### src/rtl/input_router_pkg.sv
// Shared types and width helpers for the parametrised conv input router.
package input_router_pkg;

    typedef enum logic [2:0] {
        ST_IDLE,
        ST_FETCH,
        ST_CAPTURE,
        ST_EMIT,
        ST_DONE
    } state_t;

    // Default geometry (64-bit SRAM word, 8-bit pixels).
    localparam int PIX_PER_WORD = 8;
    localparam int LANE_SEL_W   = $clog2(PIX_PER_WORD);
    // Input coordinates carry a sign bit plus one overflow bit above the map width.
    localparam int COORD_GUARD  = 2;

    function automatic int coord_w(input int addr_w);
        return addr_w + COORD_GUARD;
    endfunction

    function automatic int lane_sel_w(input int sram_w, input int data_w);
        return $clog2(sram_w / data_w);
    endfunction

endpackage

### src/rtl/tap_addr_calc.sv
// Combinational map from (output pixel, kernel tap, config) to input bounds check,
// SRAM word address and pixel slot within the word.
module tap_addr_calc
    import input_router_pkg::*;
#(
    parameter int ADDR_WIDTH = 8,
    parameter int KW         = 3,
    parameter int SEL_W      = 3
) (
    input  logic [ADDR_WIDTH-1:0] i_ox,
    input  logic [ADDR_WIDTH-1:0] i_oy,
    input  logic [KW-1:0]         i_kx,
    input  logic [KW-1:0]         i_ky,
    input  logic [ADDR_WIDTH-1:0] i_stride,
    input  logic [ADDR_WIDTH-1:0] i_pad,
    input  logic [ADDR_WIDTH-1:0] i_i_size,
    input  logic [ADDR_WIDTH-1:0] i_start_addr,
    output logic                  o_in_bounds,
    output logic [ADDR_WIDTH-1:0] o_word_addr,
    output logic [SEL_W-1:0]      o_lane_sel
);
    localparam int AW = ADDR_WIDTH;
    localparam int CW = coord_w(ADDR_WIDTH);

    logic [2*AW-1:0]      w_oxs, w_oys, w_pix;
    logic signed [CW-1:0] w_ix, w_iy;
    logic                 w_x_ok, w_y_ok;

    assign w_oxs = {{AW{1'b0}}, i_ox} * {{AW{1'b0}}, i_stride};
    assign w_oys = {{AW{1'b0}}, i_oy} * {{AW{1'b0}}, i_stride};
    assign w_ix  = signed'(w_oxs[CW-1:0] + CW'(i_kx) - CW'(i_pad));
    assign w_iy  = signed'(w_oys[CW-1:0] + CW'(i_ky) - CW'(i_pad));

    assign w_x_ok      = !w_ix[CW-1] && (w_ix[CW-2:0] < {1'b0, i_i_size});
    assign w_y_ok      = !w_iy[CW-1] && (w_iy[CW-2:0] < {1'b0, i_i_size});
    assign o_in_bounds = w_x_ok && w_y_ok;

    assign w_pix = {{AW{1'b0}}, w_iy[AW-1:0]} * {{AW{1'b0}}, i_i_size}
                 + {{AW{1'b0}}, w_ix[AW-1:0]};

    // Word offset wraps modulo the address space by truncation.
    assign o_word_addr = i_start_addr + w_pix[SEL_W +: AW];
    assign o_lane_sel  = w_pix[SEL_W-1:0];

endmodule

### src/rtl/param_input_router.sv
// Walks a KxK window over a word-packed feature map and emits one ROW_COUNT-lane
// vector per kernel tap for each group of consecutive output pixels.
module param_input_router
    import input_router_pkg::*;
#(
    parameter int ROW_COUNT       = 4,
    parameter int DATA_WIDTH      = 8,
    parameter int SRAM_DATA_WIDTH = 64,
    parameter int ADDR_WIDTH      = 8,
    parameter int MAX_KERNEL      = 5
) (
    input  logic                                i_clk,
    input  logic                                i_nrst,
    input  logic                                i_reg_clear,
    input  logic                                i_start,
    input  logic [ADDR_WIDTH-1:0]               i_start_addr,
    input  logic [ADDR_WIDTH-1:0]               i_i_size,
    input  logic [ADDR_WIDTH-1:0]               i_o_size,
    input  logic [ADDR_WIDTH-1:0]               i_stride,
    input  logic [ADDR_WIDTH-1:0]               i_pad,
    input  logic [$clog2(MAX_KERNEL+1)-1:0]     i_kernel_size,
    output logic                                o_sram_rd_en,
    output logic [ADDR_WIDTH-1:0]               o_sram_rd_addr,
    input  logic [SRAM_DATA_WIDTH-1:0]          i_sram_rd_data,
    output logic                                o_valid,
    input  logic                                i_ready,
    output logic [ROW_COUNT*DATA_WIDTH-1:0]     o_data,
    output logic [ROW_COUNT-1:0]                o_lane_mask,
    output logic [$clog2(MAX_KERNEL**2)-1:0]    o_tap_idx,
    output logic                                o_last,
    output logic                                o_busy,
    output logic                                o_done,
    output logic                                o_err
);
    localparam int AW    = ADDR_WIDTH;
    localparam int KW    = $clog2(MAX_KERNEL+1);
    localparam int TW    = $clog2(MAX_KERNEL**2);
    localparam int LW    = (ROW_COUNT > 1) ? $clog2(ROW_COUNT) : 1;
    localparam int SEL_W = lane_sel_w(SRAM_DATA_WIDTH, DATA_WIDTH);

    state_t                      r_state;
    logic [AW-1:0]               r_start_addr, r_i_size, r_o_size, r_stride, r_pad;
    logic [KW-1:0]               r_k, r_kx, r_ky;
    logic [TW-1:0]               r_tap;
    logic [LW-1:0]               r_lane;
    logic [AW-1:0]               r_ox, r_gox;
    logic [AW:0]                 r_oy, r_goy;
    logic [SEL_W-1:0]            r_lane_sel;
    logic [ROW_COUNT*DATA_WIDTH-1:0] r_shadow_data, w_fill_data;
    logic [ROW_COUNT-1:0]        r_shadow_mask, w_fill_mask;

    logic                  w_in_bounds, w_lane_real, w_read, w_lane_done, w_lane_bit;
    logic                  w_ox_wrap, w_last_tap, w_cfg_ok;
    logic [AW-1:0]         w_word_addr, w_next_ox;
    logic [AW:0]           w_next_oy;
    logic [SEL_W-1:0]      w_lane_sel;
    logic [DATA_WIDTH-1:0] w_lane_val;

    tap_addr_calc #(.ADDR_WIDTH(AW), .KW(KW), .SEL_W(SEL_W)) u_calc (
        .i_ox        (r_ox),
        .i_oy        (r_oy[AW-1:0]),
        .i_kx        (r_kx),
        .i_ky        (r_ky),
        .i_stride    (r_stride),
        .i_pad       (r_pad),
        .i_i_size    (r_i_size),
        .i_start_addr(r_start_addr),
        .o_in_bounds (w_in_bounds),
        .o_word_addr (w_word_addr),
        .o_lane_sel  (w_lane_sel)
    );

    // oy >= o_size is equivalent to n >= o_size^2 since (ox,oy) track n incrementally.
    assign w_lane_real = r_oy < {1'b0, r_o_size};
    assign w_read      = (r_state == ST_FETCH) && w_lane_real && w_in_bounds;
    assign w_lane_done = ((r_state == ST_FETCH) && !w_read) || (r_state == ST_CAPTURE);
    assign w_ox_wrap   = (r_ox + AW'(1)) == r_o_size;
    assign w_next_ox   = w_ox_wrap ? '0 : r_ox + AW'(1);
    assign w_next_oy   = w_ox_wrap ? r_oy + (AW+1)'(1) : r_oy;
    assign w_last_tap  = (r_kx == r_k - KW'(1)) && (r_ky == r_k - KW'(1));
    assign w_cfg_ok    = (i_kernel_size != '0) && (i_kernel_size <= KW'(MAX_KERNEL))
                      && (i_stride != '0);

    // The read strobe is decoded from FETCH so data lands in CAPTURE one cycle later.
    assign o_sram_rd_en   = w_read && !i_reg_clear;
    assign o_sram_rd_addr = o_sram_rd_en ? w_word_addr : '0;

    always_comb begin
        w_lane_val  = (r_state == ST_CAPTURE)
                    ? i_sram_rd_data[r_lane_sel*DATA_WIDTH +: DATA_WIDTH] : '0;
        w_lane_bit  = (r_state == ST_CAPTURE) ? 1'b1 : w_lane_real;
        w_fill_data = r_shadow_data;
        w_fill_data[r_lane*DATA_WIDTH +: DATA_WIDTH] = w_lane_val;
        w_fill_mask = r_shadow_mask;
        w_fill_mask[r_lane] = w_lane_bit;
    end

    always_ff @(posedge i_clk or negedge i_nrst) begin
        if (!i_nrst) begin
            r_state <= ST_IDLE;
            r_start_addr <= '0; r_i_size <= '0; r_o_size <= '0; r_stride <= '0; r_pad <= '0;
            r_k <= '0; r_kx <= '0; r_ky <= '0; r_tap <= '0; r_lane <= '0;
            r_ox <= '0; r_oy <= '0; r_gox <= '0; r_goy <= '0; r_lane_sel <= '0;
            r_shadow_data <= '0; r_shadow_mask <= '0;
            o_valid <= 1'b0; o_data <= '0; o_lane_mask <= '0; o_tap_idx <= '0;
            o_last <= 1'b0; o_busy <= 1'b0; o_done <= 1'b0; o_err <= 1'b0;
        end else if (i_reg_clear) begin
            r_state <= ST_IDLE;
            r_start_addr <= '0; r_i_size <= '0; r_o_size <= '0; r_stride <= '0; r_pad <= '0;
            r_k <= '0; r_kx <= '0; r_ky <= '0; r_tap <= '0; r_lane <= '0;
            r_ox <= '0; r_oy <= '0; r_gox <= '0; r_goy <= '0; r_lane_sel <= '0;
            r_shadow_data <= '0; r_shadow_mask <= '0;
            o_valid <= 1'b0; o_data <= '0; o_lane_mask <= '0; o_tap_idx <= '0;
            o_last <= 1'b0; o_busy <= 1'b0; o_done <= 1'b0; o_err <= 1'b0;
        end else begin
            o_err  <= 1'b0;
            o_done <= 1'b0;
            case (r_state)
                ST_IDLE: if (i_start) begin
                    if (!w_cfg_ok) begin
                        o_err <= 1'b1;
                    end else begin
                        r_start_addr <= i_start_addr; r_i_size <= i_i_size;
                        r_o_size <= i_o_size; r_stride <= i_stride; r_pad <= i_pad;
                        r_k <= i_kernel_size;
                        r_kx <= '0; r_ky <= '0; r_tap <= '0; r_lane <= '0;
                        r_ox <= '0; r_oy <= '0; r_gox <= '0; r_goy <= '0;
                        if (i_o_size == '0) begin
                            r_state <= ST_DONE;
                            o_done  <= 1'b1;
                        end else begin
                            r_state <= ST_FETCH;
                            o_busy  <= 1'b1;
                        end
                    end
                end
                ST_FETCH: if (w_read) begin
                    r_lane_sel <= w_lane_sel;
                    r_state    <= ST_CAPTURE;
                end
                ST_EMIT: if (i_ready) begin
                    o_valid <= 1'b0;
                    o_last  <= 1'b0;
                    if (o_last) begin
                        r_state <= ST_DONE;
                        o_done  <= 1'b1;
                        o_busy  <= 1'b0;
                    end else begin
                        r_state <= ST_FETCH;
                        if (w_last_tap) begin
                            r_kx <= '0; r_ky <= '0; r_tap <= '0;
                            r_gox <= r_ox; r_goy <= r_oy;
                        end else begin
                            r_ox <= r_gox; r_oy <= r_goy;
                            r_tap <= r_tap + TW'(1);
                            if (r_kx == r_k - KW'(1)) begin
                                r_kx <= '0;
                                r_ky <= r_ky + KW'(1);
                            end else begin
                                r_kx <= r_kx + KW'(1);
                            end
                        end
                    end
                end
                ST_DONE: r_state <= ST_IDLE;
                default: r_state <= ST_IDLE;
            endcase

            if (w_lane_done) begin
                r_shadow_data <= w_fill_data;
                r_shadow_mask <= w_fill_mask;
                r_ox <= w_next_ox;
                r_oy <= w_next_oy;
                if (r_lane == LW'(ROW_COUNT-1)) begin
                    r_lane      <= '0;
                    r_state     <= ST_EMIT;
                    o_valid     <= 1'b1;
                    o_data      <= w_fill_data;
                    o_lane_mask <= w_fill_mask;
                    o_tap_idx   <= r_tap;
                    o_last      <= w_last_tap && (w_next_oy >= {1'b0, r_o_size});
                end else begin
                    r_lane  <= r_lane + LW'(1);
                    r_state <= ST_FETCH;
                end
            end
        end
    end

endmodule

### config.mk
export PLATFORM = sky130hd
export DESIGN_NAME = param_input_router
export DESIGN_NICKNAME = d
export VERILOG_FILES = /design/src/rtl/input_router_pkg.sv /design/src/rtl/tap_addr_calc.sv /design/src/rtl/param_input_router.sv
export SDC_FILE = /design/constraint.sdc
export NUM_CORES = 1
export LEC_CHECK = 0
export BUFFER_PORTS_ARGS = -buffer_cell sky130_fd_sc_hd__clkbuf_2
export CAP_MARGIN = 20
export CORE_MARGIN = 3
export CORE_UTILIZATION = 38
export CTS_BUF_LIST = sky130_fd_sc_hd__clkbuf_4 sky130_fd_sc_hd__clkbuf_8
export DETAILED_ROUTE_END_ITERATION = 16
export HOLD_SLACK_MARGIN = 0.08
export PLACE_DENSITY_LB_ADDON = 0.15
export SYNTH_ARGS = -nofsm -noshare
export SYNTH_HDL_FRONTEND = slang
export SYNTH_SLANG_ARGS = --single-unit
### constraint.sdc
create_clock -name i_clk -period 14 [get_ports i_clk]
set_clock_uncertainty 0.15 [all_clocks]
set_input_delay 0 -clock i_clk [delete_from_list [all_inputs] [get_ports i_clk]]
set_output_delay 0 -clock i_clk [all_outputs]
set_load 0.02 [all_outputs]
# Word level (Yosys, flattened, before mapping)

Cells that the tools add are included.

Output and inout bits: 55
Input port bits: 112
Bits in registers: 178
Logic and storage cells: 246

Reductions and logical operators: 42
Shift operators: 3
Order comparisons: 7
Equal/unequal tests: 19
Add/subtract/negate cells: 14
$mul: 3
Multiplexer cells: 132

Operator list:

| operator                | number |
|---|---|
| $mux 8                  | 31 |
| $mux 32                 | 5 |
| $mux 3                  | 27 |
| $mux 9                  | 9 |
| $shiftx 64x7->8         | 1 |
| $mux 5                  | 9 |
| $neg 5->34              | 1 |
| $shift 8x34->32 const A | 1 |
| $shiftx 8x34->32        | 1 |
| $bwmux 32               | 1 |
| $mux 1                  | 28 |
| $lt 9x8->1              | 3 |
| $ne 4x4->1 const B      | 6 |
| $add 10x3->10           | 2 |
| $mul 8x8->10            | 2 |
| $mux 4                  | 5 |
| $sub 10x8->10           | 2 |
| $ne 3x3->1 const B      | 6 |
| $pmux 9 s2              | 1 |
| $pmux 8 s2              | 1 |
| $reduce_bool 3->1       | 5 |
| $mux 2                  | 7 |
| $reduce_bool 2->1       | 7 |
| $logic_and 1x1->1       | 12 |
| other kinds (35)        | 47 |

# Longest topological paths before layout

Word-level depth: 12
Gate-level depth with buffers: 35
Gate-level depth less buffers: 33

# Cells and area by module

From an unflattened synthesis, not the netlist that was laid out.

Cells, all modules: 1,711
Area, all modules: 15,314.7 sq um

By module, submodules not included:

| module             | cells an instance | instances | sequential area each (sq um) | area each (sq um) |
|---|---|---|---|---|
| param_input_router | 1,010             | 1         | 4,429.2                      | 9,399.0 |
| tap_addr_calc      | 701               | 1         | 0.0                          | 5,915.7 |

# Worst setup path before layout

OpenSTA, ideal clock, no wires.

Kind: reg-to-output
Start: register r_oy[3]
End: output port o_sram_rd_addr[7]
Path slack: 5,678 ps
Arrival: 8,172 ps
Stages on the path, launching flop included: 34
Cell sequence: dfrtp_1 buf_2 clkbuf_1 nand2_1 fa_1 inv_1 fa_1 fa_1 inv_1 fa_1 inv_1 ha_1 or3_1 o31ai_1 xnor2_1 nand2_1 fa_1 inv_1 fa_1 fa_1 inv_1 fa_1 inv_1 ha_1 inv_1 o21bai_1 a21oi_1 xnor2_1 ha_1 a21oi_1 o21ai_0 xnor2_1 xnor3_1 nor2_1

Word-level cells in the longest chain between the ends: 9
Elaborated cells on any way between the ends: 15

Ends and longest elaborated chain:

| element                                                              | RTL line                  | text |
|---|---|---|
| start: declaration                                                   | param_input_router.sv:47  | `logic [AW:0] r_oy, r_goy;` |
| start signal: assignment                                             | param_input_router.sv:154 | `r_ox <= r_gox; r_oy <= r_goy;` |
| start signal: assignment                                             | param_input_router.sv:173 | `r_oy <= w_next_oy;` |
| parallel branches: the longest is 8 deep, another holds $mul 8x8->11 | n/a                       |  |
| $mux 8 *                                                             | param_input_router.sv:86  | `assign o_sram_rd_addr = o_sram_rd_en ? w_word_addr : '0;` |
| end: declaration                                                     | param_input_router.sv:23  | `output logic [ADDR_WIDTH-1:0] o_sram_rd_addr,` |

Every way passes the cells marked *.

# Final worst setup path

Same ends and word-level chain as after synthesis.

==> qor.yml <==
timing:
  whs_ns: 0.116
  maxSlewHeadroom_pct: 26.7
  period_minus_slack_ns: 9.40
  rsz0062_at_grt: "no"
  fin_crit_sh_pct: 67.1
  clock.fmax_mhz: 106
  fin_setup_tns_ns: 0
  worst_slew_pin_slew_ns: 1.09
  drv_slew: 0
  finalSetupViolCount: 0
  hold_violations: 0
route:
  wirelength_um: 44200
  drc: 0
  vias: 12700
  viasPerCell: 5.21
  ant_nets: 0
  avgRoutedWirePerCell_um: 18.1
  dr.pass1.iters: 7
  drtIter0Drc: 688
critical_path:
  criticalPathCategory: "flop to primary output"
  endpoint_kind: "primary output"
  cp_max_fo: 19
  cpLargestDelayFamily: "adder cells"
  crit_required_ns: 13.85
  critPathLaunch: "r_oy[3]$_DFFE_PN0P_"
  r2r_start: "r_ox[2]$_DFFE_PN0P_"
  slowest_stage: "dfrtp_1"
  start_kind: "flop"
  critPathArrivalTime_ns: 9.25
  max_stage_delay_ns: 0.76
  cp_num_buf_inv: 8
  cpMostUsedCell: "fa_1"
run:
  drv_cap: 0
synthesis:
  synth.most_common_cell: "nand2_1"
  synth_edf_count: 0
  synth_common_cells: "283 x nand2_1, 212 x inv_1, 177 x dfrtp_1"
  seq_area_frac_synth_pct: 29.2
  async_reset_ff_share_pct: 100
  yosys.cell_types.count: 68
  synth_warnings: 0
  yosys_most_used_dff: "dfrtp_1"
  synth.top_cell.area_share_pct: 29.2
  syn_inst: 1697
  synth_fp_nets: 2036
  synth.avg_cell_area_sq_um: 8.94
  synth_area_leaders: "dfrtp_1 29%, fa_1 13%, ha_1 10%"
  synth_area_leader_cell: "dfrtp_1"
  syn_area_sq_um: 15200
  ys_ff_latch: 177
clock_tree:
  root_buffer: "clkbuf_8"
  h-tree-depth: 4
  cts_tree: "yes"
  clk_path_buf_depth: 2
  cts_resized: 0
  numCtsBuffers: 17
  clk_latency_ns: 0.51
  hold_buffers: 102
  cts_setup_buffers: 0
  path_clk_slew_ns: 0.11
  cts.sink_count: 177
status:
  run_status: "finished clean"
min_path:
  hp-class: "primary input to flop"
  hp-start: "i_pad[5]"
placed_design:
  finalWeightedCongestion: 0.851
  hpwlAfterDp_um: 32700
  io_buffers: 166
floorplan:
  die_h_um: 206
  io_pins: 167
  initial_core_util_pct: 38.9
  rows: 72
  coreArea_sq_um: 39000
  dieArea_sq_um: 42400
  die_x_um: 206
power_and_ir_drop:
  cell_internal_pwr_mw: 0.839
  leakage_nw: 8.68
  seqPwrFrac_pct: 40.0
  power_frac_clock_pct: 26.8
  power.switching_mw: 0.513
  pwr-share-comb_pct: 33.3
  switching_share_pct: 37.9
  ir_drop_mv: 0.0679
  powerDensity_nw_per_um2: 75.7
layout:
  area_growth_syn_to_layout_pct: 17.8
  nets: 2252
  diodes: 0
  drive_gt1_share_pct: 13.1
grt:
  grt_pass1_vias: 13000
  grt_overflow: 0
  grt_pass1_wl_um: 71500
  grtUsageTotal_pct: 21.6
  grt_start_max_net_pins: 75
  grt_antenna_before_repair: 0
==> flip-flops by register name, summed over array words and instances (netlist names), 4 cells and up <==
| signal | count |
|---|---|
| r_pad | 8 |
| o_data | 32 |
| r_goy | 9 |
| r_start_addr | 8 |
| r_tap | 5 |
| r_shadow_data | 32 |
| r_ox | 8 |
| o_lane_mask | 4 |
| r_oy | 9 |
| r_stride | 8 |
| o_tap_idx | 5 |
| r_gox | 8 |
| r_i_size | 8 |
| r_o_size | 8 |
==> final timing paths <==
path | to | slack, ns | depth (start not counted)
min | r_pad[5]$_DFFE_PN0P_ | 0.12 | 4
max reg2reg | r_gox[6]$_DFFE_PN0P_ | 5.96 | 24
min reg2reg | o_valid$_DFF_PN0_ | 0.34 | 2
min in group asynchronous | r_pad[0]$_DFFE_PN0P_ | 0.49 | 4
max | o_sram_rd_addr[7] | 4.60 | 32
max in group asynchronous | r_goy[6]$_DFFE_PN0P_ | 11.78 | 5
==> layout by cell type (no fill, tap or decap), types with 4 or more instances in the layout <==
master           n
a21oi_1        104
a31oi_1          8
and2_1          56
nor4_1           5
mux4_2          16
nor2b_1         16
fa_1           101
or2_2           12
nand2b_1        14
nand3_1         17
xor2_1          28
ha_1           126
clkbuf_2       164
clkbuf_8        18
xnor2_1         51
xnor3_1          4
o21ai_0         72
and4_1           4
a211oi_1        15
inv_1          212
o2bb2ai_1        7
dlygate4sd3_1  101
a22oi_1         27
nand2_1        283
and3_1           8
o21a_1           6
nand4_1         13
mux2i_1         24
buf_4           12
inv_8            4
nor3_1          17
a22o_1          39
dfrtp_1        177
nor2_1          83
a21o_1          15
==> layer usage <==
layer,wire [um],GRT usage [%],vias up,part of all wire (%)
met5,0,0,-,0
met4,973,6.52,0,2.2
met3,1870,2.93,35,4.2
met2,21600,36.1,317,49
met1,19800,29.1,6345,45
li1,-,-,6042,-
==> area by class of cell <==
cell class                 count  area [sq um]
fill                        3862         21100
timing repair buffer         281          1990
clock buffer                  17           234
clock inverter                15           154
tap                          518           648
inverter                     215           807
sequential                   177          4430
multi-input combinational   1221          9610
==> power groups by stage <==
stage	registers, mW	logic [mW]	clock network [mW]
3_5_place_dp	0.551	0.428	0
2_1_floorplan	0.540	0.301	0
3_3_place_gp	0.551	0.421	0
4_1_cts	0.541	0.455	0.374
5_1_grt	0.543	0.516	0.393
6_report	0.541	0.450	0.362
==> through the flow <==
stage | area [sq um] | setup slack, ns | total power, mW | utilization [%] | cells
after floorplan | 15200 | 5.68 | 0.841 | - | 1697
after global placement | 16400 | 5.31 | 0.972 | 42.1 | 2307
after detailed placement | 16400 | 5.18 | 0.979 | 42.1 | 2308
after CTS | 17900 | 4.54 | 1.37 | 45.8 | 2442
after global routing | 17900 | 3.87 | 1.45 | 45.8 | 2444
final | 17900 | 4.60 | 1.35 | 45.8 | 2444
==> tightest hold or removal path, stage by stage <==
cell           delay (ns)
dlygate4sd3_1        0.54
clkbuf_2             0.10
nand2_1              0.05
a21oi_1              0.06
==> logic make-up (layout without fill, tap and decap cells) <==
family          count (synthesis)  count (layout)  synth area share (%)
compound gates                328             328                  14.0
xor+xnor                       84              84                  5.26
fa+ha+maj                     227             227                  23.7
buf+inv                       299             528                  7.63
flops                         177             177                  29.2
mux                            42              42                  4.11
simple gates                  540             540                  16.1
Power figures use the tool's default switching activity.
